**config.mk**
```make
export PLATFORM = sky130hd
export DESIGN_NAME = arb_rr_burst_ctrl_flat
export DESIGN_NICKNAME = d
export VERILOG_FILES = /design/src/rtl/arb_rr_burst_ctrl_if.sv /design/src/rtl/arb_rr_burst_ctrl.sv /design/src/flat_wrapper.sv
export SDC_FILE = /design/constraint.sdc
export NUM_CORES = 1
export LEC_CHECK = 0
export ABC_CLOCK_PERIOD_IN_PS = 3600
export CORE_AREA = 3 3 74 76
export CTS_BUF_LIST = sky130_fd_sc_hd__clkbuf_2
export DETAILED_ROUTE_END_ITERATION = 10
export DIE_AREA = 0 0 77 79
export PLACE_DENSITY = 0.94
export SYNTH_ARGS = -nofsm -noshare
export SYNTH_HDL_FRONTEND = slang
export SYNTH_SLANG_ARGS = --single-unit
```
**constraint.sdc**
```tcl
create_clock -name clk -period 3.6 [get_ports clk]
set_clock_uncertainty 0.05 [all_clocks]
set_input_delay 0.72 -clock clk [delete_from_list [all_inputs] [get_ports clk]]
set_output_delay 0.72 -clock clk [all_outputs]
set_load 0.02 [all_outputs]
```
**src/rtl/arb_rr_burst_ctrl_if.sv**
```systemverilog
// Bus between two requesters and the round-robin burst arbiter.
// The master side drives requests and data; the slave side returns grants and the selected data.
interface arb_rr_burst_ctrl_if #(
  parameter int DATA_WIDTH = 32
);
  logic                  req_0;
  logic [DATA_WIDTH-1:0] data_in0;
  logic                  req_1;
  logic [DATA_WIDTH-1:0] data_in1;
  logic                  grant_0;
  logic                  grant_1;
  logic [DATA_WIDTH-1:0] arb_out;
  logic                  arb_valid;
  logic                  owner;

  modport master (
    output req_0, data_in0, req_1, data_in1,
    input  grant_0, grant_1, arb_out, arb_valid, owner
  );

  modport slave (
    input  req_0, data_in0, req_1, data_in1,
    output grant_0, grant_1, arb_out, arb_valid, owner
  );
endinterface

```
**src/rtl/arb_rr_burst_ctrl.sv**
```systemverilog
// Two-port round-robin arbiter with bounded bursts under contention.
// Grants come from the state register; arb_out/arb_valid register each transfer.
module arb_rr_burst_ctrl #(
  parameter int DATA_WIDTH = 32,
  parameter int MAX_BURST  = 8
) (
  input logic                clk,
  input logic                reset,
  arb_rr_burst_ctrl_if.slave bus
);

  typedef enum logic [1:0] {
    IDLE = 2'd0,
    GNT0 = 2'd1,
    GNT1 = 2'd2
  } state_t;

  localparam logic [7:0] LAST_BEAT = 8'(MAX_BURST - 1);

  state_t                state;
  state_t                state_next;
  logic [1:0]            rst_pipe;
  logic                  rst_int;
  logic [7:0]            burst_cnt;
  logic                  owner_q;
  logic [DATA_WIDTH-1:0] arb_out_q;
  logic                  arb_valid_q;
  logic                  xfer0;
  logic                  xfer1;
  logic                  last_beat;
  logic                  entering;

  // Reset asserts immediately but releases two edges later, keeping the FSM in IDLE meanwhile.
  always_ff @(posedge clk or posedge reset) begin
    if (reset) begin
      rst_pipe <= 2'b11;
    end else begin
      rst_pipe <= {rst_pipe[0], 1'b0};
    end
  end

  assign rst_int   = rst_pipe[1];
  assign xfer0     = (state == GNT0) && bus.req_0;
  assign xfer1     = (state == GNT1) && bus.req_1;
  assign last_beat = (burst_cnt == LAST_BEAT);

  always_comb begin
    state_next = state;
    case (state)
      IDLE: begin
        if (bus.req_0 && bus.req_1) begin
          state_next = owner_q ? GNT0 : GNT1;
        end else if (bus.req_0) begin
          state_next = GNT0;
        end else if (bus.req_1) begin
          state_next = GNT1;
        end
      end
      GNT0: begin
        if (!bus.req_0) begin
          state_next = bus.req_1 ? GNT1 : IDLE;
        end else if (bus.req_1 && last_beat) begin
          state_next = GNT1;
        end
      end
      GNT1: begin
        if (!bus.req_1) begin
          state_next = bus.req_0 ? GNT0 : IDLE;
        end else if (bus.req_0 && last_beat) begin
          state_next = GNT0;
        end
      end
      default: state_next = IDLE;
    endcase
  end

  // A fresh grant (from IDLE or a direct handover) restarts the burst count and moves ownership.
  assign entering = (state_next != state) && (state_next != IDLE);

  always_ff @(posedge clk or posedge rst_int) begin
    if (rst_int) begin
      state       <= IDLE;
      burst_cnt   <= 8'd0;
      owner_q     <= 1'b1;
      arb_out_q   <= '0;
      arb_valid_q <= 1'b0;
    end else begin
      state       <= state_next;
      arb_valid_q <= xfer0 || xfer1;
      if (xfer0) begin
        arb_out_q <= bus.data_in0;
      end else if (xfer1) begin
        arb_out_q <= bus.data_in1;
      end
      if (entering) begin
        burst_cnt <= 8'd0;
        owner_q   <= (state_next == GNT1);
      end else if ((xfer0 || xfer1) && (burst_cnt != 8'hFF)) begin
        burst_cnt <= burst_cnt + 8'd1;
      end
    end
  end

  assign bus.grant_0   = (state == GNT0);
  assign bus.grant_1   = (state == GNT1);
  assign bus.arb_out   = arb_out_q;
  assign bus.arb_valid = arb_valid_q;
  assign bus.owner     = owner_q;

endmodule

```
**src/flat_wrapper.sv**
```systemverilog
// flat-port wrapper written by rule: the top's interface ports become plain ports
module arb_rr_burst_ctrl_flat 
#(
  parameter int DATA_WIDTH = 32,
  parameter int MAX_BURST  = 8
)
  (clk, reset, bus_req_0, bus_data_in0, bus_req_1, bus_data_in1, bus_grant_0, bus_grant_1, bus_arb_out, bus_arb_valid, bus_owner);
  arb_rr_burst_ctrl_if #(.DATA_WIDTH(DATA_WIDTH)) bus_i ();
  input logic clk;
  input logic reset;
  input wire logic [$bits(bus_i.req_0)-1:0] bus_req_0;
  input wire logic [$bits(bus_i.data_in0)-1:0] bus_data_in0;
  input wire logic [$bits(bus_i.req_1)-1:0] bus_req_1;
  input wire logic [$bits(bus_i.data_in1)-1:0] bus_data_in1;
  output wire logic [$bits(bus_i.grant_0)-1:0] bus_grant_0;
  output wire logic [$bits(bus_i.grant_1)-1:0] bus_grant_1;
  output wire logic [$bits(bus_i.arb_out)-1:0] bus_arb_out;
  output wire logic [$bits(bus_i.arb_valid)-1:0] bus_arb_valid;
  output wire logic [$bits(bus_i.owner)-1:0] bus_owner;
  assign bus_i.req_0 = bus_req_0;
  assign bus_i.data_in0 = bus_data_in0;
  assign bus_i.req_1 = bus_req_1;
  assign bus_i.data_in1 = bus_data_in1;
  assign bus_grant_0 = bus_i.grant_0;
  assign bus_grant_1 = bus_i.grant_1;
  assign bus_arb_out = bus_i.arb_out;
  assign bus_arb_valid = bus_i.arb_valid;
  assign bus_owner = bus_i.owner;
  arb_rr_burst_ctrl #(.DATA_WIDTH(DATA_WIDTH), .MAX_BURST(MAX_BURST)) u_core (.clk(clk), .reset(reset), .bus(bus_i));
endmodule
```
**Word-level counts from Yosys, hierarchy flattened**

Index checks and enable logic that the tools add are counted.

- Register bits after elaboration: 46
- Input port bits: 68
- Output and inout port bits: 36
- Logic and storage cells: 40

- $add $sub $neg: 1
- Eq/ne operators: 6
- Multiplexer cells: 15
- Reduce and logical (&&, ||, !) cells: 12

Operators with widths:

| kind | count |
|---|---|
| two-way mux 32 bit | 2 |
| two-way mux 2 bit | 9 |
| two-way mux 8 bit | 2 |
| adder 8 x 1 -> 8 bit (second input constant) | 1 |
| equality test 8 x 3 -> 1 bit (second input constant) | 1 |
| != test 8 bit (second input constant) | 1 |
| logical AND 1 bit | 7 |
| one-hot mux 2 bit (3 select lines) | 1 |
| nonzero test 2 bit | 3 |
| equality test 2 bit (second input constant) | 2 |
| equality test 2 x 1 -> 1 bit (second input constant) | 1 |
| logical NOT 2 bit | 1 |
| != test 2 bit | 1 |
| logical OR 1 bit | 1 |
| two-way mux 1 bit | 1 |

**Depth between registers and ports, before layout**

Gate-level depths: netlist (run 1).

- Word-level depth: 8
- Depth in mapped cells: 7
- Gate-level depth less buffers: 5

**Least setup slack after synthesis (run 1)**

No wires, ideal clock.

- Path type: input-to-reg
- Start point: input bus_req_1
- End point: register u_core.arb_out_q[0], in the netlist u_core.bus.arb_out[0]
- Library setup time: 0.082 ns
- Arrival: 1.855 ns
- Data required time: 3.468 ns
- Slack: 1.613 ns
- Stages: 6
- Buffers on the path: 3
- Cell sequence: clkbuf_1 > nand3b_1 > clkbuf_1 > buf_1 > nand2_1 > a31oi_1

- Cells in the longest elaborated chain, start to end: 2

RTL lines:

| item | RTL line | RTL |
|---|---|---|
| from (decl) | flat_wrapper.sv:13 | `input wire logic [$bits(bus_i.req_1)-1:0] bus_req_1;` |
| logical AND 1 bit | arb_rr_burst_ctrl.sv:44 | `assign xfer1 = (state == GNT1) && bus.req_1;` |
| nonzero test 2 bit (no line) | -- |  |
| to (signal assigned) | arb_rr_burst_ctrl.sv:91 | `arb_out_q <= bus.data_in0;` |
| to (signal assigned) | arb_rr_burst_ctrl.sv:93 | `arb_out_q <= bus.data_in1;` |
| to (decl) | arb_rr_burst_ctrl.sv:26 | `logic [DATA_WIDTH-1:0] arb_out_q;` |

No other way between the ends.
A chain may end at the register's enable or synchronous reset.

**Worst setup path in the final report (run 1)**

- Start point: register u_core.state[1]
- End point: output bus_grant_1

- Cells in the longest elaborated chain, start to end: 1

RTL lines:

| item | RTL line | RTL |
|---|---|---|
| from (decl) | arb_rr_burst_ctrl.sv:20 | `state_t state;` |
| from (signal assigned) | arb_rr_burst_ctrl.sv:88 | `state <= state_next;` |
| equality test 2 bit | arb_rr_burst_ctrl.sv:105 | `assign bus.grant_1 = (state == GNT1);` |
| to (decl) | flat_wrapper.sv:16 | `output wire logic [$bits(bus_i.grant_1)-1:0] bus_grant_1;` |

No other way between the ends.

==> flow_summary_export.csv, run 1 <==
group,metric,value,unit
run_status,status,"completed",
synthesis,synth_xor_area_frac,0.007901,
pwr,p_per_area,519.8,nW/um^2
clocking,cts.repair.resized,0,
critical_path,worstPathArrival,1.88,ns
placed_design,place.gp.congestion,0.8222,
placed_design,dp_cells,417,
clocking,clk_latency,0.41,ns
floorplan,rows,25,
critical_path,r2r_end,"u_core.burst_cnt[2]",
clocking,tritoncts,"yes",
sta,final.setup.tns,0,ns
critical_path,r2r_start,"u_core.burst_cnt[7]",
sta,setup_viol,0,
synthesis,synth_cells,259,
min_path,hp-class,"flop to asynchronous set/reset pin",
grt,gr-usage-all-layers,0.2171,
drt,via_per_inst,5.355,
floorplan,io_pins,104,
critical_path,crit_type,"flop to output port",
synthesis,avgSynthCellArea,8.560,sq um
clocking,cts_buffers,5,
sta,worst_pin_slew,0.6982,ns
sta,relSlewSlack,0.5316,
synthesis,synthesis.area,2217,sq um
drt,vias,2276,
clocking,cts_buffer_depth,2,
floorplan,core-area,4786,sq um
synthesis,yosys.cell_count.top_type,"nand2_1",
synthesis,syn_nets,328,
final_layout,nNetsFinal,426,
clocking,clk_pin_slew,0.24,ns
synthesis,yosysUniqueCellTypes,36,
grt,grt_max_degree,31,
pwr,vdd_ir_drop_max,0.2909,mV
clocking,numClockSinks,46,
grt,grt_pass1_vias,2200,
drt,wire_per_inst,15.32,um
synthesis,synth_ff_type,"dfrtp_1",
sta,finalHoldViolations,0,
clocking,cts_setup_buffers,0,
synthesis,synth_seq_cells,46,
drt,drc,0,
final_layout,final_cells,425,
grt,antenna_found_initial,0,
clocking,root_buffer,"clkbuf_2",
drt,drt-pass1-iter-count,4,
synthesis,synth_top_cell_by_area,"dfrtp_1",
clocking,cts_hold_buffers,0,
synthesis,post_synth_and_or_nand_nor_area_fraction,0.2483,
placed_design,place.port_buffers,103,
sta,fin_crit_sh,0.7356,
grt,grt-ovfl-total,0,
synthesis,yosysSeqAreaShare,0.5209,
pwr,p_leak,1.457,nW
floorplan,die_area,6083,sq um
floorplan,fp.dieW,77,um
synthesis,yosysTopAreaCellShare,0.4853,
final_layout,antennaDiodeCount,0,
critical_path,reg2reg_setup_slack,1.47,ns
critical_path,cp_max_fo,12,
synthesis,synth_enable_flop_cells,0,
synthesis,ys_warn_count,0,
synthesis,async_flop_share,1.000,
sta,final_max_slew_viol_count,0,
clocking,htree_num_levels,2,
floorplan,die_h,79,um
final_layout,drive_above_1_share,0.05307,
sta,period_needed,2.648,ns
critical_path,endpoint_kind,"output port",
synthesis,synth_top_family_by_area,"simple AND/OR/NAND/NOR gates",
grt,grt_pass1_wl,10.64,mm
synthesis,synthTopCellsByArea,"dfrtp_1, nand2_1, a31oi_1",
synthesis,synth_compound_area_frac,0.1665,
floorplan,start_util,0.4633,
final_layout,syn_to_final_growth,50.68,%
sta,timing.fmax,0.3776,GHz
synthesis,synthTopCellsByCount,"nand2_1, dfrtp_1, nor2_1, a31oi_1, clkbuf_1",
critical_path,required,2.83,ns
drt,drt_iter0_drc,95,
drt,wl,6.509,mm
sta,rsz0062_at_grt,"no",
critical_path,ff2ff_path_depth,4,
synthesis,synthMuxAreaShare,0.006772,
drt,ant_nets,0,
critical_path,worst_setup_path_start_kind,"flop",
flow_run,cap_violations,0,
placed_design,dp.final_hpwl,4.871,mm
synthesis,synth_fa_ha_area_frac,0.005643,
==> worst max-delay path: stages, from the launching register on <==
cell and delay, ns:
dfrtp_1 0.58, inv_1 0.17, nor2_1 0.12, clkdlybuf4s50_1 0.61
==> layer usage <==
layer | wire [um] | up-vias | global-route usage
met2 | 3146 | 98 | 0.3615
met3 | 487 | 8 | 0.06916
met5 | 0 | - | 0
met4 | 75 | 0 | 0.05338
li1 | - | 1081 | -
met1 | 2799 | 1089 | 0.2765
==> cell usage in the layout, fill, tap and decap left out, drive strengths merged, types with 4 or more instances in the layout <==
master	instances
clkdlybuf4s50	103
nand2	70
dfrtp	43
nor2	35
a31oi	29
a21oi	10
clkbuf	6
buf	6
nand3	5
a22oi	5
inv	4
nor3	4
==> worst max-delay path by stage <==
stage	from	to	slack (ns)	depth (start not counted)
global placement	bus_req_1	u_core.bus.arb_out[25]	0.97	5
detailed placement	bus_req_1	u_core.bus.arb_out[21]	0.85	5
global route	u_core.state[1]	bus_grant_1	0.81	3
finish	u_core.state[1]	bus_grant_1	0.95	3
floorplan	bus_req_1	u_core.bus.arb_out[0]	1.61	6
CTS	u_core.state[1]	bus_grant_1	0.93	3
==> per-stage QoR <==
step	hold WS, ns	instance area [sq um]	total power (W)	util	setup slack (ns)
2_1_floorplan	0.2952	2217	0.001127	-	1.613
3_3_place_gp	0.2309	3302	0.001518	0.6899	0.9669
3_5_place_dp	0.2354	3302	0.001540	0.6899	0.8545
4_1_cts	0.2284	3341	0.001753	0.6980	0.9270
5_1_grt	0.2716	3341	0.001841	0.6980	0.8142
6_report	0.2082	3341	0.001737	0.6980	0.9517
==> registers in the layout (all words and copies together) (netlist names) <==
| signal | flops |
|---|---|
| u_core.state | 2 |
| u_core.bus.owner | 1 |
| u_core.bus.arb_out | 32 |
| u_core.bus.arb_valid | 1 |
| u_core.burst_cnt | 8 |
| u_core.rst_pipe | 2 |
==> cell type report <==
class,count,area (sq um)
flip-flops and latches,46,1155
repair buffers,109,1076
inverters,5,18.77
well taps,67,83.83
clock inverters,2,8.758
clock buffers,6,30.03
multi-input cells,190,968.4
fillers,390,1445
==> kinds of logic after synthesis <==
| group | count (synthesis) |
|---|---|
| flops | 46 |
| fa+ha+maj | 1 |
| compound gates | 56 |
| simple gates | 129 |
| other cells | 1 |
| xor+xnor | 2 |
| mux | 1 |
| buf+inv | 23 |
==> power by group <==
part / switching (W) / total, W / internal [W]
Clock: 0.000162 / 0.000210 / 0.0000478
Combinational: 0.000384 / 0.000778 / 0.000394
Sequential: 0.0000912 / 0.000748 / 0.000657
Total: 0.000638 / 0.00174 / 0.00110
(Power assumes the default switching activity.)
==> run 2, diff against run 1 <==
--- a/config.mk
+++ b/config.mk
@@ -5,12 +5,12 @@
 export SDC_FILE = /design/constraint.sdc
 export NUM_CORES = 1
 export LEC_CHECK = 0
-export ABC_CLOCK_PERIOD_IN_PS = 3600
-export CORE_AREA = 3 3 74 76
+export ABC_CLOCK_PERIOD_IN_PS = 2400
+export CORE_AREA = 3 3 81 83
 export CTS_BUF_LIST = sky130_fd_sc_hd__clkbuf_2
 export DETAILED_ROUTE_END_ITERATION = 10
-export DIE_AREA = 0 0 77 79
-export PLACE_DENSITY = 0.94
+export DIE_AREA = 0 0 84 86
+export PLACE_DENSITY = 0.84
 export SYNTH_ARGS = -nofsm -noshare
 export SYNTH_HDL_FRONTEND = slang
 export SYNTH_SLANG_ARGS = --single-unit
==> constraint.sdc (replaced) <==
create_clock -name clk -period 2.4 [get_ports clk]
set_clock_uncertainty 0.05 [all_clocks]
set_input_delay 0.48 -clock clk [delete_from_list [all_inputs] [get_ports clk]]
set_output_delay 0.48 -clock clk [all_outputs]
set_load 0.02 [all_outputs]
==> run 2 against run 1 <==
- via count is 1.6% lower
- critical path depth unchanged
- cell area grew 2.1%
- non-clock buffer count grew 4
- clock power rose by 100%
- highest routed layer unchanged
==> flow_summary_export.csv, run 2 (same netlist as run 1, synthesis figures left out) <==
group,metric,value,unit
sta,setup_viol,0,
critical_path,worst_setup_path_start_kind,"flop",
sta,relSlewSlack,0.3872,
floorplan,start_util,0.3745,
critical_path,crit_slowest_cell,"clkdlybuf4s50_1",
critical_path,path_delay_family,"buffers and inverters",
drt,wl,6.312,mm
final_layout,largest_reg_flops,32,
placed_design,place.gp.congestion,0.7875,
critical_path,r2r_end,"u_core.burst_cnt[2]",
clocking,cts_buffers,5,
final_layout,fin_area,3412,sq um
final_layout,nNetsFinal,430,
floorplan,rows,28,
critical_path,critPathBufInv,2,
critical_path,worstSetupStartpoint,"u_core.state[1]",
final_layout,layout_common_cells,"clkdlybuf4s50_1, nand2_1, dfrtp_1, nor2_1, a31oi_1",
pwr,p_leak,1.485,nW
critical_path,required,1.87,ns
drt,drt_iter0_drc,90,
clocking,root_buffer,"clkbuf_2",
critical_path,endpoint_kind,"output port",
run_status,status,"completed",
clocking,clk_pin_slew,0.22,ns
floorplan,die_h,86,um
critical_path,crit_chain,"buf_4 > nor2b_1 > clkdlybuf4s50_1",
sta,fin_crit_sh,0.9468,
final_layout,syn_to_final_growth,53.89,%
min_path,hp-class,"input port to asynchronous set/reset pin",
critical_path,max_stage_delay,0.61,ns
final_layout,drive_above_1_share,0.07459,
floorplan,core-area,5921,sq um
floorplan,die_area,7224,sq um
critical_path,reg2reg_setup_slack,0.30,ns
critical_path,r2r_start,"u_core.burst_cnt[7]",
grt,grt_pass1_wl,10.54,mm
clocking,cts_buffer_depth,2,
grt,grt-ovfl-total,0,
clocking,clk_latency,0.40,ns
floorplan,io_pins,104,
placed_design,place.port_buffers,103,
sta,finalHoldViolations,0,
sta,final.setup.tns,0,ns
grt,grt_max_degree,53,
final_layout,antennaDiodeCount,0,
sta,final_max_slew_viol_count,0,
critical_path,cp_max_fo,7,
final_layout,multi_input_area,968.4,sq um
critical_path,crit_type,"flop to output port",
final_layout,regArea,1157,sq um
clocking,htree_num_levels,2,
flow_run,cap_violations,0,
placed_design,dp.final_hpwl,4.525,mm
drt,vias,2239,
grt,grt_pass1_vias,2219,
drt,ant_nets,0,
pwr,p_per_area,798.7,nW/um^2
grt,antenna_found_initial,0,
critical_path,worstPathArrival,1.74,ns
final_layout,layout.cells.most_common,"clkdlybuf4s50_1",
pwr,vdd_ir_drop_max,0.3696,mV
sta,period_needed,2.272,ns
grt,gr-usage-all-layers,0.1797,
clocking,numClockSinks,46,
drt,drc,0,
critical_path,ff2ff_path_depth,4,
pwr,p_total,0.002725,W
placed_design,placed_area,3319,sq um
floorplan,fp.dieW,84,um
drt,drt-pass1-iter-count,4,
drt,wire_per_inst,14.44,um
clocking,cts_hold_buffers,0,
drt,via_per_inst,5.124,
final_layout,finish.utilization,0.5763,
final_layout,nFillCells,515,
clocking,tritoncts,"yes",
sta,worst_pin_slew,0.9179,ns
sta,timing.fmax,0.4401,GHz
==> run 2: report_power, final <==
| part | internal (W) | switching [W] |
|---|---|---|
| clock network | 0.000180 | 0.000248 |
| registers | 0.000987 | 0.000132 |
| logic | 0.000602 | 0.000577 |
==> run 2: routing by layer <==
layer / track usage / wire length (um) / up-vias / part of all wire
met5: 0 / 0 / - / 0
met4: 0.03655 / 46 / 0 / 0.0073
met3: 0.04611 / 321 / 5 / 0.051
met2: 0.3181 / 3183 / 71 / 0.50
met1: 0.2228 / 2762 / 1077 / 0.44
li1: - / - / 1086 / -
==> run 2: worst reg2reg max path: stages (launching register included) <==
cell and delay, ns:
dfrtp_1 0.50, or4_1 0.52, or3_1 0.44, a22oi_2 0.38, nor3_1 0.12
==> run 2: worst max-delay path by stage <==
stage	to	slack, ns	cells after the start
after floorplan	u_core.state[1]	0.44	5
after global placement	u_core.bus.arb_out[0]	0.27	6
after detailed placement	u_core.bus.arb_out[6]	0.23	6
after CTS	bus_grant_0	0.01	2
after global routing	bus_grant_0	-0.02	3
final	bus_grant_0	0.13	3
==> run 2: area by class of cell <==
class	count	area share
clock buffer	6	0.008801
clock inverter	2	0.01100
inverter	5	0.005501
multi-input combinational	190	0.2838
sequential	46	0.3392
tap	75	0.02750
timing repair buffer	113	0.3242
==> run 2: what timing repair did <==
item                                    CTS  global route
hold endpoints to repair                  0             0
setup buffers                             0             3
endpoints found under the setup margin    1             2
resized for setup                         1             1
==> run 2: per-stage QoR <==
step | hold slack, ns | setup slack (ns) | cells
final | 0.3100 | 0.1276 | 437
after floorplan | 0.2952 | 0.4391 | 259
after global routing | 0.2312 | -0.01580 | 437
after global placement | 0.2972 | 0.2724 | 426
after CTS | 0.2686 | 0.01136 | 434
after detailed placement | 0.3026 | 0.2323 | 426
